`config.mk`:
```
export PLATFORM = sky130hd
export DESIGN_NAME = shift_seq_gen
export DESIGN_NICKNAME = d
export VERILOG_FILES = /design/src/rtl/shift_seq_gen.sv
export SDC_FILE = /design/constraint.sdc
export NUM_CORES = 1
export LEC_CHECK = 0
export CAP_MARGIN = 40
export CELL_PAD_IN_SITES_DETAIL_PLACEMENT = 1
export CELL_PAD_IN_SITES_GLOBAL_PLACEMENT = 1
export CORE_MARGIN = 4
export CORE_UTILIZATION = 36
export CTS_BUF_LIST = sky130_fd_sc_hd__clkbuf_8
export CTS_CLUSTER_SIZE = 16
export DETAILED_ROUTE_END_ITERATION = 12
export GPL_TIMING_DRIVEN = 0
export MAX_ROUTING_LAYER = met4
export PLACE_DENSITY = 0.87
export SYNTH_ARGS = -nofsm -noshare
export SYNTH_HDL_FRONTEND = slang
export SYNTH_SLANG_ARGS = --single-unit
```
`constraint.sdc`:
```
create_clock -name clk -period 1.7 [get_ports clk]
set_input_delay 0.34 -clock clk [delete_from_list [all_inputs] [get_ports clk]]
set_output_delay 0.34 -clock clk [all_outputs]
set_load 0.05 [all_outputs]
```
`src/rtl/shift_seq_gen.sv`:
```
// Run-time selectable feedback shift-register sequence generator (ring / Johnson / XNOR-LFSR / hold)
// with parallel load, registered carry-out, wrap pulse and measured cycle period.
module shift_seq_gen #(
  parameter int                WIDTH = 3,
  parameter logic [WIDTH-1:0]  SEED  = WIDTH'(1),
  parameter logic [WIDTH-1:0]  TAPS  = WIDTH'(3'b110)
) (
  input  logic             clk,
  input  logic             reset,
  input  logic             en,
  input  logic [1:0]       mode,
  input  logic             load,
  input  logic [WIDTH-1:0] load_val,
  output logic [WIDTH-1:0] q,
  output logic             c,
  output logic             wrap,
  output logic [WIDTH:0]   period
);

  localparam logic [1:0]   M_RING = 2'b00;
  localparam logic [1:0]   M_JOHN = 2'b01;
  localparam logic [1:0]   M_LFSR = 2'b10;
  localparam logic [1:0]   M_HOLD = 2'b11;
  localparam logic [WIDTH:0] CNT_ONE = (WIDTH+1)'(1);

  logic [WIDTH-1:0] q_q, q_d, seed_q, seed_d, q_shift;
  logic [WIDTH:0]   cnt_q, cnt_d, cnt_inc, period_q, period_d;
  logic [1:0]       mode_sh_q, mode_sh_d;
  logic             c_q, c_d, wrap_q, wrap_d;
  logic             fb, mode_chg, shift_en;

  always_comb begin
    fb = 1'b0;
    case (mode)
      M_RING:  fb = q_q[WIDTH-1];
      M_JOHN:  fb = ~q_q[WIDTH-1];
      M_LFSR:  fb = ~^(q_q & TAPS);
      default: fb = 1'b0;
    endcase
  end

  assign q_shift  = {q_q[WIDTH-2:0], fb};
  assign mode_chg = (mode != mode_sh_q);
  assign shift_en = en && (mode != M_HOLD);
  assign cnt_inc  = (cnt_q == '1) ? cnt_q : cnt_q + CNT_ONE;

  always_comb begin
    q_d       = q_q;
    seed_d    = seed_q;
    cnt_d     = cnt_q;
    c_d       = 1'b0;
    wrap_d    = 1'b0;
    period_d  = period_q;
    mode_sh_d = mode_sh_q;
    if (load) begin
      q_d    = load_val;
      seed_d = load_val;
      cnt_d  = '0;
    end else begin
      // A mode switch restarts the period measurement from wherever q currently is.
      if (mode_chg) begin
        seed_d    = q_q;
        cnt_d     = '0;
        mode_sh_d = mode;
      end
      if (shift_en) begin
        q_d = q_shift;
        c_d = q_q[WIDTH-1];
        if (!mode_chg && (q_shift == seed_q)) begin
          wrap_d   = 1'b1;
          period_d = cnt_inc;
          cnt_d    = '0;
        end else begin
          cnt_d = mode_chg ? CNT_ONE : cnt_inc;
        end
      end
    end
  end

  always_ff @(posedge clk) begin
    if (reset) begin
      q_q       <= SEED;
      seed_q    <= SEED;
      cnt_q     <= '0;
      c_q       <= 1'b0;
      wrap_q    <= 1'b0;
      period_q  <= '0;
      mode_sh_q <= mode;
    end else begin
      q_q       <= q_d;
      seed_q    <= seed_d;
      cnt_q     <= cnt_d;
      c_q       <= c_d;
      wrap_q    <= wrap_d;
      period_q  <= period_d;
      mode_sh_q <= mode_sh_d;
    end
  end

  assign q      = q_q;
  assign c      = c_q;
  assign wrap   = wrap_q;
  assign period = period_q;

endmodule

```
==> impl_metrics.tcl, run 1 <==
set metrics [dict create \
    grt_first_pass_wirelength_um 4800 \
    placed_cell_area_sq_um 1190 \
    final_common_cell "dfxtp_1" \
    finalSetupViolCount 6 \
    final_cell_mix "dfxtp_1, buf_4, dlygate4sd2_1, nor2_1, mux2i_1" \
    io_pins 18 \
    initial_utilization_pct 38.1 \
    p_total_w 0.00103 \
    antenna_found_initial 0 \
    fillers 294 \
    dp.final_hpwl_um 1860 \
    drt_first_pass_iters 4 \
    die_x_um 59.7 \
    netlist_area_sq_um 962 \
    hold_slack_ns 0.401 \
    pre_cts_slack_ns -0.827 \
    ctsRootBufferMaster "clkbuf_8" \
    yosysWarnings 0 \
    grt_usage_pct 18.6 \
    numCtsBuffers 3 \
    rows 18 \
    finalWirelength_um 3000 \
    slew_viol_final 0 \
    cp_max_fo 7 \
    p_leak_nw 0.581 \
    cts_buffer_depth 2 \
    avgRoutedWirePerCell_um 19.0 \
    synth.ff_latch_count 18 \
    synthCells 99 \
    vias 871 \
    syn_nets 109 \
    drc 0 \
    ir_drop_mv 0.477 \
    cp-start-kind "flip-flop" \
    hold_class "primary input to flip-flop" \
    grt_max_degree 11 \
    finalHoldViolCount 0 \
    fin_area_sq_um 1370 \
    power.density_nw_per_um2 755 \
    rsz0062_at_grt "yes" \
    portBuffers 16 \
    status "complete, but fails checks" \
    core_sq_um 2520 \
    slew_headroom_pct 65.3 \
    vias_per_cell 5.51 \
    yosysTopAreaCell "dfxtp_1" \
    grt_pass1_vias 964 \
    htree_levels 1 \
    synth_cell_types 35 \
    cap_violations 0 \
    worstMarginPinSlew_ns 0.517 \
    clk_latency_ns 0.25 \
    synth_top_cells_by_area "dfxtp_1, mux2i_1, edfxtp_1, a21oi_1, nor3_1" \
    ys_seq_area_share_pct 39.5 \
    grt_busiest_layer "met2" \
    cts_hold_buf 0 \
    synth_top_area_share_pct 33.3 \
    num_antenna_cells 0 \
    antenna_left 0 \
    grt-ovfl-total 0 \
    num-nets-final 139 \
    path_clk_slew_ns 0.07 \
    die_h_um 59.7 \
    cts_tree "yes" \
    fp.dieArea_sq_um 3560 \
    drive_above_1_share_pct 30.5 \
    dr.first_iter.drc_count 21 \
    final.setup.worst_slack_ns -0.108 \
    cts.sinks 18 \
    fmaxAchievable_mhz 553 \
    gp_congestion 0.729 \
    skew_ns 0.00257 \
    met1_usage_pct 22.9 \
    violations "setup timing" \
    fin_crit_ns 1.81 \
    syn-mean-instance-area_sq_um 9.72 \
    globalRouteMet2Util_pct 30.6 \
    end_kind "flip-flop" \
    globalRouteMet3Util_pct 3.02 \
    worstPathArrival_ns 1.94 \
    critPathRequiredTime_ns 1.83 \
    area_delta_synth_final_pct 42.1 \
    final_util_pct 54.2 \
    finalCritPeriodShare_pct 106 \
    critPathKind "flip-flop to flip-flop" \
]
==> cells by family after synthesis <==
kind of cell             after synthesis  share of synthesized area [%]
adder cells (fa/ha/maj)                1                           1.30
buffers and inverters                  6                           2.73
AO/OA/AOI/OAI                         24                           21.3
AND/OR/NAND/NOR                       34                           18.6
XOR/XNOR                               8                           8.06
multiplexers                           8                           8.45
flip-flops                            18                           39.5
==> final cells by class <==
cell class	instances	area (sq um)	area share (%)
Multi-Input combinational cell	75	646	47.2
Sequential cell	18	392	28.6
Timing Repair Buffer	26	228	16.7
Clock buffer	3	41.3	3.02
Tap cell	30	37.5	2.74
Inverter	4	16.3	1.19
Clock inverter	1	3.75	0.274
Buffer	1	3.75	0.274
==> worst max-delay path: stages, from the launching register on <==
cell and delay (ns):
dfxtp_1 0.34, xnor2_2 0.23, nand2_1 0.12, a2111oi_4 0.38, o2111ai_4 0.25, buf_6 0.18
mux2i_1 0.13, nor2_1 0.05
==> where the power goes <==
group	leakage [nW]	total, W	internal [W]	switching (W)
Combinational	0.402	0.000249	0.000104	0.000146
Clock	0.0269	0.000311	0.000160	0.000150
Sequential	0.152	0.000473	0.000447	0.0000257
Total	0.581	0.00103	0.000711	0.000322
==> metal layers <==
layer | vias up | wire (um)
li1 | 413 | -
met1 | 432 | 1350
met2 | 19 | 1500
met3 | 7 | 78
met4 | 0 | 69
met5 | - | 0
==> timing repair <==
action | 4_1_cts | 5_1_grt
setup endpoints to repair | 23 | 10
resized for setup | 23 | 14
pin swaps | 6 | 7
setup buffers | 1 | 9
==> path summary, 6_finish.rpt <==
path,from,endpoint,slack [ns],cells past startpoint
worst max-delay path,seed_q[1]$_SDFFE_PP0P_,period[0]$_SDFFE_PP0P_,-0.11,7
worst min register to register,period[0]$_SDFFE_PP0P_,period[0]$_SDFFE_PP0P_,0.50,2
worst min-delay path,mode[1],mode_sh_q[1]$_DFFE_PP_,0.40,1
worst max register to register,seed_q[1]$_SDFFE_PP0P_,period[0]$_SDFFE_PP0P_,-0.11,7
==> cells in the mapped netlist <==
cell / count
dfxtp_1: 16
a21oi_1: 7
mux2i_1: 7
nor2_1: 7
nor3_1: 7
o21ai_0: 6
nand2_1: 5
nand3_1: 4
xnor2_1: 4
inv_1: 3
xor2_1: 3
a21boi_0: 2
and2_1: 2
and3_1: 2
edfxtp_1: 2
nor4_1: 2
o31ai_1: 2
a2111oi_4: 1
a211oi_4: 1
a21boi_2: 1
a22oi_1: 1
clkbuf_1: 1
clkbuf_4: 1
clkinv_1: 1
ha_1: 1
mux2_2: 1
nand3b_1: 1
nor2_2: 1
nor2b_1: 1
nor2b_4: 1
o2111ai_4: 1
o211ai_1: 1
o311a_1: 1
or2b_1: 1
xor2_2: 1
==> state kept, by name, summed over array words and instances (netlist names) <==
register   cells
wrap           1
c              1
mode_sh_q      2
seed_q         3
period         4
q              3
cnt_q          4
==> metrics by stage <==
| stage | setup TNS, ns | cells |
|---|---|---|
| after floorplan | -0.107 | 99 |
| after global placement | -8.07 | 145 |
| after detailed placement | -9.30 | 145 |
| after CTS | -0.383 | 150 |
| after global routing | -0.992 | 158 |
| final | -0.306 | 158 |
Power figures use the tool's default switching activity.
==> run 2: changes to the inputs <==
Settings changed: CORE_UTILIZATION 36 to 30, PLACE_DENSITY 0.87 to 0.76, SLEW_MARGIN set to 25.
==> impl_metrics.tcl, run 2 (synthesized netlist as in run 1, its figures left out) <==
set metrics [dict create \
    cap_violations 0 \
    holdPathStages 1 \
    num_antenna_cells 0 \
    pre_cts_slack_ns -0.894 \
    p_clk_share_pct 33.3 \
    antenna_left 0 \
    dr.first_iter.drc_count 32 \
    drt_first_pass_iters 4 \
    num-nets-final 137 \
    rows 20 \
    drive_above_1_share_pct 30.2 \
    skew_ns 0.00308 \
    multi_input_area_sq_um 642 \
    io_pins 18 \
    tns_ns -0.585 \
    grt_first_pass_wirelength_um 4270 \
    avgRoutedWirePerCell_um 16.0 \
    p_seq_share_pct 43.5 \
    vias 849 \
    antenna_found_initial 0 \
    status "complete, but fails checks" \
    slew_headroom_pct 60.0 \
    rsz0062_at_grt "yes" \
    fp.dieArea_sq_um 4180 \
    worstPathArrival_ns 1.97 \
    clk_latency_ns 0.25 \
    rr_worst_depth 5 \
    fillers 363 \
    drc 0 \
    grt-ovfl-total 0 \
    hold_slack_ns 0.401 \
    timing.rr.end "period[1]$_SDFFE_PP0P_" \
    final_util_pct 45.2 \
    core_sq_um 3050 \
    ir_drop_mv 0.377 \
    htree_levels 1 \
    grt_max_degree 11 \
    holdPathEnd "mode_sh_q[1]$_DFFE_PP_" \
    power.switching_w 0.000315 \
    slew_viol_final 0 \
    final_common_cell "dfxtp_1" \
    grt_pass1_vias 917 \
    dp.final_hpwl_um 1830 \
    cp-start-kind "flip-flop" \
    end_kind "flip-flop" \
    fin_crit_ns 1.82 \
    finalHoldViolCount 0 \
    swShare_pct 29.5 \
    finalSetupViolCount 9 \
    rrSetupSlack_ns -0.12 \
    finalCritPeriodShare_pct 107 \
    fmaxAchievable_mhz 548 \
    cts_tree "yes" \
    p_int_w 0.000753 \
    combPwrFrac_pct 23.3 \
    numCtsBuffers 3 \
    final_cell_mix "dfxtp_1, dlygate4sd2_1, mux2i_1, buf_4, nor2_1" \
    die_x_um 64.6 \
    finalWirelength_um 2720 \
    violations "setup timing" \
    hold_start "mode[1]" \
    reg2reg_from "q[1]$_SDFFE_PP0P_" \
    cts.sinks 18 \
    critPathKind "flip-flop to flip-flop" \
    critPathRequiredTime_ns 1.85 \
    portBuffers 16 \
    initial_utilization_pct 31.5 \
    worstMarginPinSlew_ns 0.596 \
    area_delta_synth_final_pct 43.6 \
    die_h_um 64.6 \
    grt_usage_pct 13.2 \
    fin_area_sq_um 1380 \
    gp_congestion 0.871 \
    hold_class "primary input to flip-flop" \
    ff_latch_area_sq_um 392 \
    placed_cell_area_sq_um 1210 \
    final.setup.worst_slack_ns -0.124 \
    vias_per_cell 4.99 \
    cts_buffer_depth 2 \
    cp_max_fo 7 \
    power.density_nw_per_um2 773 \
    path_clk_slew_ns 0.07 \
    p_leak_nw 0.568 \
    ctsRootBufferMaster "clkbuf_8" \
]
## run 2: cell count changes in the layout (fill, tap and decap cells not counted), sizes merged
cell | before | now
inv | 4 | 3
clkinv | 1 | 0
clkbuf | 4 | 6
clkinvlp | 0 | 1
buf | 11 | 8
## run 2: metal layers
metal | up-vias | track usage (%) | routed length (um) | part of all wire [%]
met5 | - | - | 0 | 0
met4 | 0 | 6.07 | 37 | 1.4
li1 | 409 | - | - | -
met2 | 11 | 22.7 | 1410 | 52
met1 | 425 | 15.4 | 1220 | 45
met3 | 4 | 1.56 | 57 | 2.1
## run 2: cell type report
class / count / area share [%]
Timing Repair Buffer: 23 / 14.6
Inverter: 4 / 1.36
Buffer: 2 / 1.27
Sequential cell: 18 / 28.4
Tap cell: 44 / 3.99
Multi-Input combinational cell: 75 / 46.5
Clock buffer: 4 / 3.99
## run 2: power groups by stage
stage	logic (W)	clock network, W	registers, W
finish	0.000248	0.000355	0.000464
global placement	0.000204	0	0.000472
floorplan	0.000125	0	0.000495
detailed placement	0.000212	0	0.000474
CTS	0.000222	0.000361	0.000464
global route	0.000266	0.000380	0.000466
## run 2: how the worst max path moves through the flow
stage               depth (start not counted)               from  slack (ns)                endpoint
global placement                            6            mode[1]       -0.78  period[1]$_SDFFE_PP0P_
detailed placement                          7            mode[1]       -0.89   cnt_q[2]$_SDFFE_PP0P_
finish                                      5  q[1]$_SDFFE_PP0P_       -0.12  period[1]$_SDFFE_PP0P_
CTS                                         7  q[1]$_SDFFE_PP0P_       -0.09   cnt_q[0]$_SDFFE_PP0P_
global route                                7  q[1]$_SDFFE_PP0P_       -0.21   cnt_q[0]$_SDFFE_PP0P_
floorplan                                   5  q[1]$_SDFFE_PP0P_       -0.09  period[1]$_SDFFE_PP0P_
## run 2: critical path, cell delays in order (launching register included)
cell       delay, ns
dfxtp_4         0.37
nor2b_4         0.21
xor2_4          0.12
a2111oi_4       0.44
o2111ai_4       0.24
o311a_1         0.33
## run 2: repair_timing
action | CTS | global route
cloned | 0 | 0
gates resized for setup | 24 | 12
endpoints found under the setup margin | 23 | 9
pin swaps | 9 | 4
buffers inserted | 2 | 5
hold buffers | 0 | 0
## run 2: metrics by stage
| stage | total power, W | instances |
|---|---|---|
| floorplan | 0.000620 | 99 |
| global placement | 0.000676 | 159 |
| detailed placement | 0.000686 | 159 |
| CTS | 0.00105 | 165 |
| global route | 0.00111 | 170 |
| finish | 0.00107 | 170 |
==> run 3: changes to the inputs <==
Settings changed: ABC_AREA set to 1, CORE_UTILIZATION 30 to 35, PLACE_DENSITY 0.76 to 0.88.
==> impl_metrics.tcl, run 3 <==
set metrics [dict create \
    max_stage_delay_ns 0.57 \
    final_common_cell "nand2_1" \
    avgRoutedWirePerCell_um 14.4 \
    slew_viol_final 0 \
    critPathKind "flip-flop to output port" \
    grt_max_degree 11 \
    fillers 334 \
    fp.dieArea_sq_um 3600 \
    core_sq_um 2520 \
    portBuffers 16 \
    path_clk_slew_ns 0.08 \
    yosysWarnings 0 \
    yosysTopAreaCell "dfxtp_1" \
    p_total_w 0.00102 \
    synth_cell_types 24 \
    area_delta_synth_final_pct 26.5 \
    pre_cts_slack_ns -0.212 \
    status "finished, final reports clean" \
    synth.ff_latch_count 18 \
    drive_above_1_share_pct 19.1 \
    worstMarginPinSlew_ns 0.490 \
    hold_slack_ns 0.414 \
    finalCritPeriodShare_pct 95.7 \
    cts_hold_buf 0 \
    slew_headroom_pct 67.5 \
    grt_busiest_layer "met2" \
    rows 18 \
    critPathRequiredTime_ns 1.36 \
    ir_drop_mv 0.420 \
    power.density_nw_per_um2 856 \
    synth_compound_area_share_pct 9.79 \
    numCtsBuffers 3 \
    finalSetupViolCount 0 \
    syn_nets 131 \
    p_leak_nw 0.533 \
    end_kind "output port" \
    synth_ff_type "dfxtp_1" \
    dp.cells 167 \
    met1_usage_pct 17.0 \
    cp-start-kind "flip-flop" \
    htree_levels 1 \
    grt-ovfl-total 0 \
    num-nets-final 152 \
    vias 921 \
    synthXorXnorAreaFrac_pct 5.56 \
    cp_top_family "buffers and inverters" \
    muxShareOfSynthArea_pct 1.19 \
    globalRouteMet3Util_pct 2.59 \
    dr.first_iter.drc_count 16 \
    antenna_left 0 \
    fmaxAchievable_mhz 615 \
    grt_first_pass_wirelength_um 3950 \
    worstPathArrival_ns 1.29 \
    grt_usage_pct 15.3 \
    syn-mean-instance-area_sq_um 7.82 \
    antenna_found_initial 0 \
    cts_tree "yes" \
    cp_max_fo 6 \
    vias_per_cell 5.39 \
    synth_top_cells_by_area "dfxtp_1, nand2_1, edfxtp_1, nand3_1, nor2_1" \
    final_cell_mix "nand2_1, dfxtp_1, nor2_1, nand3_1, dlygate4sd2_1" \
    io_pins 18 \
    synth_edf_count 2 \
    drt_first_pass_iters 5 \
    cp_slowest_cell "dlygate4sd2_1" \
    synth.most_common_cell "nand2_1" \
    synth-adder-area-share_pct 1.32 \
    async_flop_share_pct 0 \
    synth_top_family_by_area "simple AND/OR/NAND/NOR gates" \
    dp.final_hpwl_um 1790 \
    postCtsSetupBuffers 0 \
    initial_utilization_pct 37.5 \
    path_buf_inv 1 \
    fin_crit_ns 1.63 \
    netlist_area_sq_um 946 \
    final.setup.worst_slack_ns 0.0735 \
    cts.sinks 18 \
    die_x_um 60.0 \
    finalHoldViolCount 0 \
    rsz0062_at_grt "no" \
    synthCells 121 \
    ctsRootBufferMaster "clkbuf_8" \
    synth_top_area_share_pct 33.9 \
    cts_buffer_depth 2 \
    grt_pass1_vias 922 \
    ys_seq_area_share_pct 40.2 \
    clk_latency_ns 0.26 \
    num_antenna_cells 0 \
    skew_ns 0.00610 \
    worstPathCellList "dlygate4sd2_1" \
    drc 0 \
    finalWirelength_um 2460 \
    gp_congestion 0.795 \
    yosys.area_share.simple_pct 37.4 \
    cap_violations 0 \
    die_h_um 60.0 \
    globalRouteMet2Util_pct 26.4 \
    stdcell_count 171 \
    hold_class "primary input to flip-flop" \
    synth_common_cells "nand2_1, dfxtp_1, nor2_1" \
    final_util_pct 47.4 \
]
run 3: changes by cell type after synthesis, moves of 6 or more:
cell,delta
o21ai_0,-6
nand2_1,+21
nor3_1,-7
nand3_1,+6
nor2_1,+6
mux2i_1,-7
nand2_2,+6
run 3: kinds of logic (layout without fill, tap and decap cells):
family                     Yosys count  in the layout
DFF                                 18             18
xor gates and xnor gates             6              6
and+or+nand+nor                     68             68
adders and majority gates            1              1
muxes                                1              1
AOI/OAI and AO/OA                   16             16
buffers and inverters               11             31
run 3: area by class of cell:
type                    instances  area, sq um  area share (%)
multi-input cells              92          527            44.0
well taps                      30         37.5            3.14
clock buffers                   4         55.1            4.60
repair buffers                 16          154            12.9
plain buffers                   1         5.00           0.418
flip-flops and latches         18          380            31.8
inverters                      10         37.5            3.14
run 3: worst paths after layout:
| path | from | endpoint | slack [ns] | cells after the start |
|---|---|---|---|---|
| worst max-delay path | q[2]$_SDFFE_PP0P_ | q[2] | 0.07 | 1 |
| worst max register to register | cnt_q[0]$_SDFFE_PP0P_ | period[1]$_SDFFE_PP0P_ | 0.25 | 5 |
| worst min-delay path | mode[0] | mode_sh_q[0]$_DFFE_PP_ | 0.41 | 1 |
| worst min register to register | period[0]$_SDFFE_PP0P_ | period[0]$_SDFFE_PP0P_ | 0.48 | 2 |
run 3: where the power goes:
group / switching, W / total, W / internal (W)
Sequential: 0.0000170 / 0.000464 / 0.000447
Combinational: 0.000130 / 0.000194 / 0.0000635
Clock: 0.000159 / 0.000366 / 0.000206
Total: 0.000306 / 0.00102 / 0.000717
run 3: timing repair:
action | CTS | global route
pin swaps | 0 | 1
setup endpoints to repair | 9 | 7
hold endpoints to repair | 0 | 0
resized for setup | 9 | 3
run 3: per-layer routing:
| layer | up-vias | share of wire, % |
|---|---|---|
| met5 | - | 0 |
| met4 | 0 | 1.9 |
| met3 | 5 | 4.5 |
| met2 | 27 | 52 |
| met1 | 446 | 42 |
| li1 | 443 | - |
run 3: through the flow:
| stage | instance area, sq um | TNS [ns] |
|---|---|---|
| 6_report | 1200 | 0 |
| 5_1_grt | 1200 | 0 |
| 4_1_cts | 1190 | 0 |
| 3_5_place_dp | 1140 | -1.60 |
| 3_3_place_gp | 1140 | -0.979 |
| 2_1_floorplan | 946 | 0 |
